File: src/rtl/axis_pattern_gen.sv
// AXI-Stream pattern generator: byte-counter, constant and PRBS31 payloads.
// PRBS31 mode is built only when AXIS_PATTERN_GEN_PRBS_EN is defined.
module axis_pattern_gen #(
    parameter int DATA_WIDTH   = 64,
    parameter int LENGTH_WIDTH = 16,
    parameter int COUNT_WIDTH  = 8
) (
    input  logic                    clk,
    input  logic                    sys_arstn,
    input  logic                    i_start,
    input  logic                    i_abort,
    input  logic [1:0]              i_mode,
    input  logic [LENGTH_WIDTH-1:0] i_length,
    input  logic [COUNT_WIDTH-1:0]  i_pkt_count,
    input  logic [COUNT_WIDTH-1:0]  i_gap,
    input  logic [31:0]             i_seed,
    input  logic                    i_ready,
    output logic [DATA_WIDTH-1:0]   o_data,
    output logic [DATA_WIDTH/8-1:0] o_keep,
    output logic                    o_valid,
    output logic                    o_last,
    output logic                    o_busy,
    output logic                    o_done
);

    localparam int BYTES = DATA_WIDTH / 8;
    localparam int LB    = $clog2(BYTES);
    localparam logic [LENGTH_WIDTH:0] BM1 =
        (LENGTH_WIDTH + 1)'(BYTES - 1);
    localparam logic [LENGTH_WIDTH-1:0] LMASK =
        LENGTH_WIDTH'(BYTES - 1);

    typedef enum logic [1:0] {IDLE, SEND, GAP, DONE} state_t;

    state_t                  state;
    logic [1:0]              mode_q;
    logic [LENGTH_WIDTH-1:0] len_q;
    logic [COUNT_WIDTH-1:0]  cnt_q;
    logic [COUNT_WIDTH-1:0]  gap_q;
    logic [31:0]             seed_q;
    logic [LENGTH_WIDTH-1:0] beat;
    logic [COUNT_WIDTH-1:0]  sent;
    logic [COUNT_WIDTH-1:0]  gap_cnt;
    logic                    abort_q;
    logic [30:0]             prbs_init;
    logic [30:0]             prbs_cur;
    logic [30:0]             prbs_adv;

    function automatic logic [LENGTH_WIDTH-1:0] last_beat(
        input logic [LENGTH_WIDTH-1:0] len);
        logic [LENGTH_WIDTH:0] nb;
        nb = ({1'b0, len} + BM1) >> LB;
        return LENGTH_WIDTH'(nb - 1'b1);
    endfunction

    function automatic logic [BYTES-1:0] keep_of(
        input logic [LENGTH_WIDTH-1:0] len,
        input logic [LENGTH_WIDTH-1:0] n);
        logic [BYTES-1:0]        k;
        logic [LENGTH_WIDTH-1:0] rem;
        rem = len & LMASK;
        for (int i = 0; i < BYTES; i++)
            k[i] = (n != last_beat(len)) || (rem == '0) ||
                   (LENGTH_WIDTH'(i) < rem);
        return k;
    endfunction

    function automatic logic [1:0] eff_mode(input logic [1:0] m);
`ifdef AXIS_PATTERN_GEN_PRBS_EN
        return (m == 2'd3) ? 2'd0 : m;
`else
        return (m == 2'd1) ? 2'd1 : 2'd0;
`endif
    endfunction

    function automatic logic [DATA_WIDTH-1:0] gen_beat(
        input logic [1:0]              m,
        input logic [LENGTH_WIDTH-1:0] n,
        input logic [31:0]             s,
        input logic [30:0]             p);
        logic [DATA_WIDTH-1:0] d;
        logic [7:0]            base;
        logic [31:0]           pw;
        d    = '0;
        base = 8'(n << LB);
        pw   = {1'b0, p};
        if (m == 2'd1) begin
            for (int i = 0; i < DATA_WIDTH; i++) d[i] = s[i % 32];
        end else if (m == 2'd2) begin
            for (int i = 0; i < DATA_WIDTH; i++) d[i] = pw[i % 32];
        end else begin
            for (int k = 0; k < BYTES; k++)
                d[8*k +: 8] = base + 8'(k);
        end
        return d;
    endfunction

`ifdef AXIS_PATTERN_GEN_PRBS_EN
    logic [30:0] lfsr;

    assign prbs_init = (i_seed[30:0] == '0) ? 31'd1 : i_seed[30:0];
    assign prbs_cur  = lfsr;
    assign prbs_adv  = {lfsr[29:0], lfsr[30] ^ lfsr[27]};

    // State shown on the current beat; steps once per accepted beat.
    always_ff @(posedge clk or negedge sys_arstn) begin
        if (!sys_arstn)
            lfsr <= '0;
        else if (state == IDLE && i_start)
            lfsr <= prbs_init;
        else if (state == SEND && i_ready)
            lfsr <= prbs_adv;
    end
`else
    assign prbs_init = '0;
    assign prbs_cur  = '0;
    assign prbs_adv  = '0;
`endif

    always_ff @(posedge clk or negedge sys_arstn) begin
        if (!sys_arstn) begin
            state   <= IDLE;
            mode_q  <= '0;
            len_q   <= '0;
            cnt_q   <= '0;
            gap_q   <= '0;
            seed_q  <= '0;
            beat    <= '0;
            sent    <= '0;
            gap_cnt <= '0;
            abort_q <= 1'b0;
            o_data  <= '0;
            o_keep  <= '0;
            o_valid <= 1'b0;
            o_last  <= 1'b0;
            o_busy  <= 1'b0;
            o_done  <= 1'b0;
        end else begin
            unique case (state)
                IDLE: if (i_start) begin
                    mode_q  <= eff_mode(i_mode);
                    len_q   <= i_length;
                    cnt_q   <= i_pkt_count;
                    gap_q   <= i_gap;
                    seed_q  <= i_seed;
                    beat    <= '0;
                    sent    <= '0;
                    abort_q <= 1'b0;
                    if (i_length == '0) begin
                        state  <= DONE;
                        o_done <= 1'b1;
                    end else begin
                        state   <= SEND;
                        o_busy  <= 1'b1;
                        o_valid <= 1'b1;
                        o_data  <= gen_beat(eff_mode(i_mode), '0,
                                            i_seed, prbs_init);
                        o_keep  <= keep_of(i_length, '0);
                        o_last  <= (last_beat(i_length) == '0);
                    end
                end
                SEND: begin
                    if (i_abort) abort_q <= 1'b1;
                    if (i_ready) begin
                        if (beat == last_beat(len_q)) begin
                            sent <= sent + 1'b1;
                            beat <= '0;
                            if ((cnt_q != '0 && sent + 1'b1 == cnt_q) ||
                                abort_q || i_abort) begin
                                state   <= DONE;
                                o_valid <= 1'b0;
                                o_last  <= 1'b0;
                                o_data  <= '0;
                                o_keep  <= '0;
                                o_busy  <= 1'b0;
                                o_done  <= 1'b1;
                            end else if (gap_q != '0) begin
                                state   <= GAP;
                                gap_cnt <= gap_q - 1'b1;
                                o_valid <= 1'b0;
                                o_last  <= 1'b0;
                                o_data  <= '0;
                                o_keep  <= '0;
                            end else begin
                                o_data <= gen_beat(mode_q, '0,
                                                   seed_q, prbs_adv);
                                o_keep <= keep_of(len_q, '0);
                                o_last <= (last_beat(len_q) == '0);
                            end
                        end else begin
                            beat   <= beat + 1'b1;
                            o_data <= gen_beat(mode_q, beat + 1'b1,
                                               seed_q, prbs_adv);
                            o_keep <= keep_of(len_q, beat + 1'b1);
                            o_last <= (last_beat(len_q) == beat + 1'b1);
                        end
                    end
                end
                GAP: begin
                    if (i_abort) begin
                        state  <= DONE;
                        o_busy <= 1'b0;
                        o_done <= 1'b1;
                    end else if (gap_cnt == '0) begin
                        state   <= SEND;
                        o_valid <= 1'b1;
                        o_data  <= gen_beat(mode_q, '0, seed_q, prbs_cur);
                        o_keep  <= keep_of(len_q, '0);
                        o_last  <= (last_beat(len_q) == '0);
                    end else begin
                        gap_cnt <= gap_cnt - 1'b1;
                    end
                end
                DONE: begin
                    state   <= IDLE;
                    o_done  <= 1'b0;
                    abort_q <= 1'b0;
                end
            endcase
        end
    end

endmodule

File: config.mk
export PLATFORM = sky130hd
export DESIGN_NAME = axis_pattern_gen
export DESIGN_NICKNAME = d
export VERILOG_FILES = /design/src/rtl/axis_pattern_gen.sv
export SDC_FILE = /design/constraint.sdc
export NUM_CORES = 1
export LEC_CHECK = 0
export BUFFER_PORTS_ARGS = -buffer_cell sky130_fd_sc_hd__buf_2
export CAP_MARGIN = 10
export CORE_MARGIN = 5
export CORE_UTILIZATION = 52
export CTS_CLUSTER_DIAMETER = 100
export DETAILED_ROUTE_END_ITERATION = 16
export PLACE_DENSITY = 0.74
export SLEW_MARGIN = 30
export SYNTH_ARGS = -nofsm -noshare
export SYNTH_HDL_FRONTEND = slang
export SYNTH_SLANG_ARGS = --single-unit
File: constraint.sdc
create_clock -name clk -period 4.2 [get_ports clk]
set_input_delay 0.84 -clock clk [delete_from_list [all_inputs] [get_ports clk]]
set_output_delay 0.84 -clock clk [all_outputs]
set_load 0.01 [all_outputs]
== Word level (Yosys, flattened, before mapping) ==
Cells that the tools add are included.

* Bits in registers: 177
* Input port bits: 71
* Output and inout port bits: 76
* Logic and storage cells: 210

* Add/subtract/negate cells: 15
* Order comparisons: 16
* Eq/ne operators: 27
* Mux-type cells: 81
* Reduce and logical (&&, ||, !) cells: 55

{| class="wikitable"
|+ Operators by type and width
! operator !! number
|-
| $mux 64 || 12
|-
| $pmux 64 s3 || 1
|-
| $mux 8 || 17
|-
| $mux 59 || 2
|-
| $logic_not 16->1 || 5
|-
| $mux 16 || 3
|-
| $add 16x3->17 const B || 2
|-
| $add 8x3->8 const B || 4
|-
| $eq 16x16->1 || 2
|-
| $pmux 16 s2 || 1
|-
| $pmux 8 s2 || 2
|-
| $reduce_bool 16->1 || 2
|-
| $sub 14x1->15 const B || 2
|-
| $logic_or 1x1->1 || 29
|-
| $mux 1 || 28
|-
| $ne 2x2->1 const B || 13
|-
| $lt 3x3->1 const A || 8
|-
| $pmux 8 s3 || 1
|-
| $add 16x1->16 const B || 1
|-
| $add 8x1->8 const B || 2
|-
| $add 8x2->8 const B || 2
|-
| $mux 2 || 8
|-
| $ne 16x16->1 || 1
|-
| $reduce_bool 8->1 || 2
|-
| other kinds (24) || 44
|}

== Longest topological paths before layout ==
* Depth in word-level cells: 10
* Depth in mapped cells: 18
* Mapped depth without buffers: 14

== Worst setup path after synthesis ==
Ideal clock, no wire load.

* Kind: flip-flop to flip-flop
* Start point: register len_q[2]
* End point: register o_keep[6]
* Setup time: 0.126 ns
* Arrival time: 4.205 ns
* Data required time: 4.074 ns
* Path slack: -0.131 ns
* Cell stages (with the launch flop): 15
* Buffers on the path: 1
* Period minus slack after synthesis: 4.331 ns
* Cell sequence: dfrtp_1 buf_2 or3_1 nand2_1 xor2_1 ha_1 or4b_1 or4b_1 nand2_1 xor2_1 a21oi_1 o41ai_4 o21bai_2 a32oi_2 o32a_1

* Word-level cells in the longest chain between the ends: 10
* Elaborated cells between the ends (all ways): 18
* Those cells by class: add/sub (2); order compare (1); eq/ne (2); mux (7); reduce/logical (6)

{| class="wikitable"
|+ RTL lines
! what !! RTL line !! text
|-
| start, declared || 37 || <nowiki>logic [LENGTH_WIDTH-1:0] len_q;</nowiki>
|-
| start signal, assigned || 142 || <nowiki>len_q <= i_length;</nowiki>
|-
| $add 16x3->17 || 52 || <nowiki>nb = ({1'b0, len} + BM1) >> LB;</nowiki>
|-
| $sub 14x1->15 || 53 || <nowiki>return LENGTH_WIDTH'(nb - 1'b1);</nowiki>
|-
| $reduce_bool 16->1 || 63 || <nowiki>k[i] = (n != last_beat(len)) || (rem == '0) ||</nowiki>
|-
| $logic_or 1x1->1 (2 in a row) || 63 ||
|-
| $mux 8 || 177 || <nowiki>end else if (gap_q != '0) begin</nowiki>
|-
| $mux 8 || 168 || <nowiki>if ((cnt_q != '0 && sent + 1'b1 == cnt_q) ||</nowiki>
|-
| $mux 8 || 165 || <nowiki>if (beat == last_beat(len_q)) begin</nowiki>
|-
| $mux 8 || 164 || <nowiki>if (i_ready) begin</nowiki>
|-
| $pmux 8 s3 (*) || 139 || <nowiki>unique case (state)</nowiki>
|-
| end signal, assigned || 158 || <nowiki>o_keep <= keep_of(i_length, '0);</nowiki>
|-
| end signal, assigned || 187 || <nowiki>o_keep <= keep_of(len_q, '0);</nowiki>
|-
| end signal, assigned || 194 || <nowiki>o_keep <= keep_of(len_q, beat + 1'b1);</nowiki>
|-
| end, declared || 19 || <nowiki>output logic [DATA_WIDTH/8-1:0] o_keep,</nowiki>
|}

Every way passes the cells marked *; elsewhere a longest branch is shown, timed or not. The select of a mux whose other input is x is not followed.
A chain may end at the register's enable or synchronous reset.

== Worst setup path after layout ==
* Start point: register len_q[0]
* End point: register o_keep[6]

The elaborated chain is that of the path after synthesis.

==> impl_results.rst <==
.. list-table::
   :header-rows: 1

   * - Metric
     - Value
   * - Outcome
     - finished, violations left
   * - Violations in the final reports
     - setup timing
   * - Main combinational cell family by area after synthesis
     - simple AND/OR/NAND/NOR gates
   * - Synthesized instance count
     - 968
   * - Placeable Area
     - 0.01712 mm^2
   * - Total overflow reported by the global router
     - 0
   * - Max rail drop VDD
     - 0.4509 mV
   * - GRT Total Usage
     - 0.2474
   * - Final Non-Filler Cells
     - 1337
   * - Synthesized netlist net count
     - 1049
   * - Post-layout worst setup margin
     - -123.8 ps
   * - IO buf count
     - 146
   * - Maximum cell stage delay along the critical path
     - 560 ps
   * - NumNets Final
     - 1179
   * - Cell internal power dissipation
     - 5114 uW
   * - Primary flip-flop cell chosen by synthesis mapping
     - sky130_fd_sc_hd__dfrtp_1
   * - Post-synthesis instance area
     - 0.009002 mm^2
   * - H-Tree Depth
     - 4
   * - Routed vias
     - 8076
   * - Distinct cells, synth
     - 73
   * - Pin count of the biggest net entering global routing
     - 92
   * - Setup repair after global routing missed its margin
     - yes
   * - Data arrival time of the critical path
     - 4630 ps
   * - Die outline area
     - 0.02004 mm^2
   * - Number of ports placed on the die boundary
     - 147
   * - Routed wire length per instance
     - 18.60 um
   * - Share of cells above drive strength 1
     - 0.3330
   * - Register clock-pin slew on the reported worst setup and hold paths
     - 70 ps
   * - Portion of the post-synthesis area used by sequential elements
     - 0.4114
   * - First-pass detailed-route iteration total
     - 5
   * - Largest fanout on the critical path
     - 5
   * - Worst-case clock skew
     - 14.46 ps
   * - CP cell instances
     - or3_4, nand2_2, xor2_2, ha_2, or4b_4, or4b_4, buf_6, nand4b_1, o2111ai_2, a211o_4, o41ai_4, buf_4, o21bai_4, a32oi_4, o32a_1
   * - Remaining design rule violation count
     - 0
   * - Sequential power share
     - 0.291
   * - Number of violations of the max-capacitance limit
     - 0
   * - Number of DRC markers after the initial detailed-route iteration
     - 708
   * - Count of state elements after synthesis
     - 148
   * - Worst slew margin
     - 0.3635
   * - Data required time of the critical path
     - 4510 ps
   * - Die Wd
     - 141.6 um
   * - Post-DR vias/cell
     - 6.040
   * - Clock latency of the later-clocked register in the worst-skew pair
     - 430 ps
   * - Time the worst path needs with I/O delays and setup
     - 4324 ps
   * - Cts bufs inserted
     - 17
   * - Number of hold violations in the final report
     - 0
   * - P_leak
     - 0.004615 uW
   * - Cell mode on critical path
     - sky130_fd_sc_hd__or4b_4
   * - Kind of cell adding the most delay to the critical path
     - simple AND/OR/NAND/NOR gates
   * - Initial Utilization
     - 0.5260
   * - Gate power share
     - 0.544
   * - Sw frac
     - 0.4455
   * - Buffers and inverters on the worst path
     - 2
   * - Slew @ Worst Pin
     - 954.8 ps
   * - Worst Hold Class
     - in2async
   * - Switching power of the nets
     - 4109 uW
   * - Buffer type at the clock tree root
     - sky130_fd_sc_hd__clkbuf_16
   * - Worst Hold Slack
     - 481.0 ps
   * - Die height
     - 141.6 um
   * - Vias in the first global route
     - 8018
   * - Post-synthesis async set-or-reset flop share
     - 1.000
   * - Final RePlAce weighted congestion
     - 0.9124
   * - Initial antenna violation count
     - 1
   * - Layout Area Growth over Synthesis
     - 21.07%
   * - Synthesis warning total
     - 0
   * - Synthesized-area fraction occupied by ao, oa, aoi and oai cells
     - 0.1739
   * - Critical Path End Type
     - flip-flop
   * - Commonest non-fill, non-tap cell in the layout
     - sky130_fd_sc_hd__dfrtp_1
   * - PwrDens
     - 846.2 mW/mm^2
   * - Placed wire-length estimate after detailed placement
     - 17.15 mm
   * - Adder-cell area share of the yosys netlist
     - 0.01390
   * - Highest-count cells in the layout ignoring fill and taps
     - sky130_fd_sc_hd__dfrtp_1 (147), sky130_fd_sc_hd__buf_2 (145), sky130_fd_sc_hd__nor2_1 (74), sky130_fd_sc_hd__mux2_2 (66), sky130_fd_sc_hd__nand2_1 (64)
   * - Final cycle utilization of the critical path
     - 1.029
   * - Cell count after placement
     - 1293
   * - Clock tree from TritonCTS
     - built
   * - Row cnt
     - 48
   * - Number of sinks driven by the clock tree
     - 148
   * - Cell with the biggest individual delay on the critical path
     - sky130_fd_sc_hd__or4b_4
   * - Type of the worst setup path
     - reg2reg
   * - Routed Wire Length
     - 24.86 mm
   * - Clk network pwr share
     - 0.165
   * - Count of final max-slew check failures
     - 0
   * - Max Root-Sink Buffers
     - 2
   * - Hold-fix buffers, CTS
     - 0
   * - Basic-gate share of the synthesized area counting and, or, nand and nor cells
     - 0.1823
   * - Count of flip-flops with a built-in enable after synthesis
     - 0
   * - Number of setup violations in the final report
     - 12
   * - Maximum achievable frequency
     - 0.2313 GHz
   * - Mean Syn Cell Area
     - 9.300 um^2
   * - Wire length of the first global-routing pass
     - 40.59 mm
   * - Number of nets with antenna violations after detailed routing
     - 0
   * - Post-Synth XOR/XNOR Area
     - 0.06240
   * - Mux share of post-synthesis cell area
     - 0.09368
   * - Kind of start point of the critical path
     - flip-flop
path summary, 6_finish.rpt:
path | from | end | slack, ps | cells past startpoint
max | len_q[0] | o_keep[6] | -120 | 15
min | sys_arstn | len_q[14] | 480 | 1
min reg2reg | o_data[2] | o_data[2] | 500 | 2
max in group asynchronous | sys_arstn | mode_q[0] | 2790 | 2
max reg2reg | len_q[0] | o_keep[6] | -120 | 15
min in group clk | o_data[2] | o_data[2] | 500 | 2
per-layer routing:
layer | routed length, um | up-vias | track usage | share of wire
met5 | 11 | - | 0 | 0.00044
met4 | 632 | 2 | 0.07980 | 0.025
met3 | 1647 | 56 | 0.04651 | 0.066
met2 | 12110 | 307 | 0.4036 | 0.49
met1 | 10460 | 3936 | 0.3346 | 0.42
li1 | - | 3775 | - | -
timing repair:
| action | CTS | global route |
|---|---|---|
| pin swaps | 5 | 17 |
| setup buffers | 4 | 8 |
| cloned | 1 | 0 |
| endpoints found under the setup margin | 57 | 68 |
| gates resized for setup | 11 | 40 |
metrics by stage:
step           TNS (ps)  instance area [um^2]    util  worst slack (ps)  total power (uW)
6_report         -543.7                 10900  0.6368            -123.8              9222
5_1_grt           -3047                 10900  0.6366            -269.4              9873
4_1_cts               0                 10670  0.6231             1.265              8917
3_5_place_dp      -3760                  9982  0.5832            -131.2              7259
3_3_place_gp     -225.7                  9982  0.5832            -44.25              7163
2_1_floorplan    -63.87                  9035       -            -31.95              5930
kinds of logic (layout without fill, tap and decap cells):
family | count (synthesis) | after routing
flip-flops | 148 | 148
multiplexers | 76 | 76
other | 0 | 1
XOR/XNOR | 61 | 61
AND/OR/NAND/NOR | 325 | 325
AO/OA/AOI/OAI | 231 | 231
adder cells (fa/ha/maj) | 10 | 10
buffers and inverters | 117 | 260
synth_stat cells (all sizes together) (4+ instances only):
cell type  instances  area, um^2
mux2i             10       100.1
dfrtp            148        3704
nand3             36       180.2
a221oi            11       96.34
xor2              22       192.7
clkbuf            61       229.0
a31oi              4       25.02
nor2              78       292.8
o21ai             63       315.3
nand2b            10       62.56
a21o               4       30.03
and3               9       56.30
o2111ai            4       35.03
or2                5       31.28
nor4              14       87.58
nand2             67       251.5
a32oi              9       86.34
or3               13       86.33
nor2b             11       68.82
o22ai             11       68.82
buf               39       269.0
or4                5       45.04
nor3b              5       37.54
mux2              66       743.2
a21oi             53       265.3
nor3              45       235.2
nand4             11       68.82
a221o              7       70.07
ha                10       125.1
xnor2             37       324.1
a41o               6       60.06
o41ai              4       53.81
a211oi            11       82.58
o31ai             12       90.09
inv               17       63.81
o211ai             5       37.54
area by class of cell:
class | count | area, um^2
Clock inverter | 15 | 162.7
Antenna cell | 1 | 2.502
Tap cell | 225 | 281.5
Fill cell | 1398 | 6217
Multi-Input combinational cell | 703 | 5002
Inverter | 17 | 63.81
Clock buffer | 17 | 425.4
Timing Repair Buffer | 211 | 1256
Sequential cell | 148 | 3705
power by group through the flow:
stage / registers, uW / clock network [uW] / logic [uW]
3_3_place_gp: 2650 / 0 / 4510
5_1_grt: 2760 / 1610 / 5500
6_report: 2680 / 1520 / 5020
4_1_cts: 2650 / 1540 / 4720
2_1_floorplan: 2520 / 0 / 3410
3_5_place_dp: 2660 / 0 / 4590
flip-flops by register name, indices dropped and copies added, names as in the netlist, 2 cells and up:
name / cells
gap_q: 8
sent: 8
state: 2
seed_q: 32
cnt_q: 8
o_data: 36
len_q: 16
beat: 16
o_keep: 8
gap_cnt: 8
worst reg2reg max path: cells and delay by family, from the launching register on:
family	cells	cell delay, ps
compound gates	6	1490
xor+xnor	1	180
fa+ha+maj	1	210
buf+inv	2	310
flops	1	380
simple gates	5	1640
(Power assumes the default switching activity.)
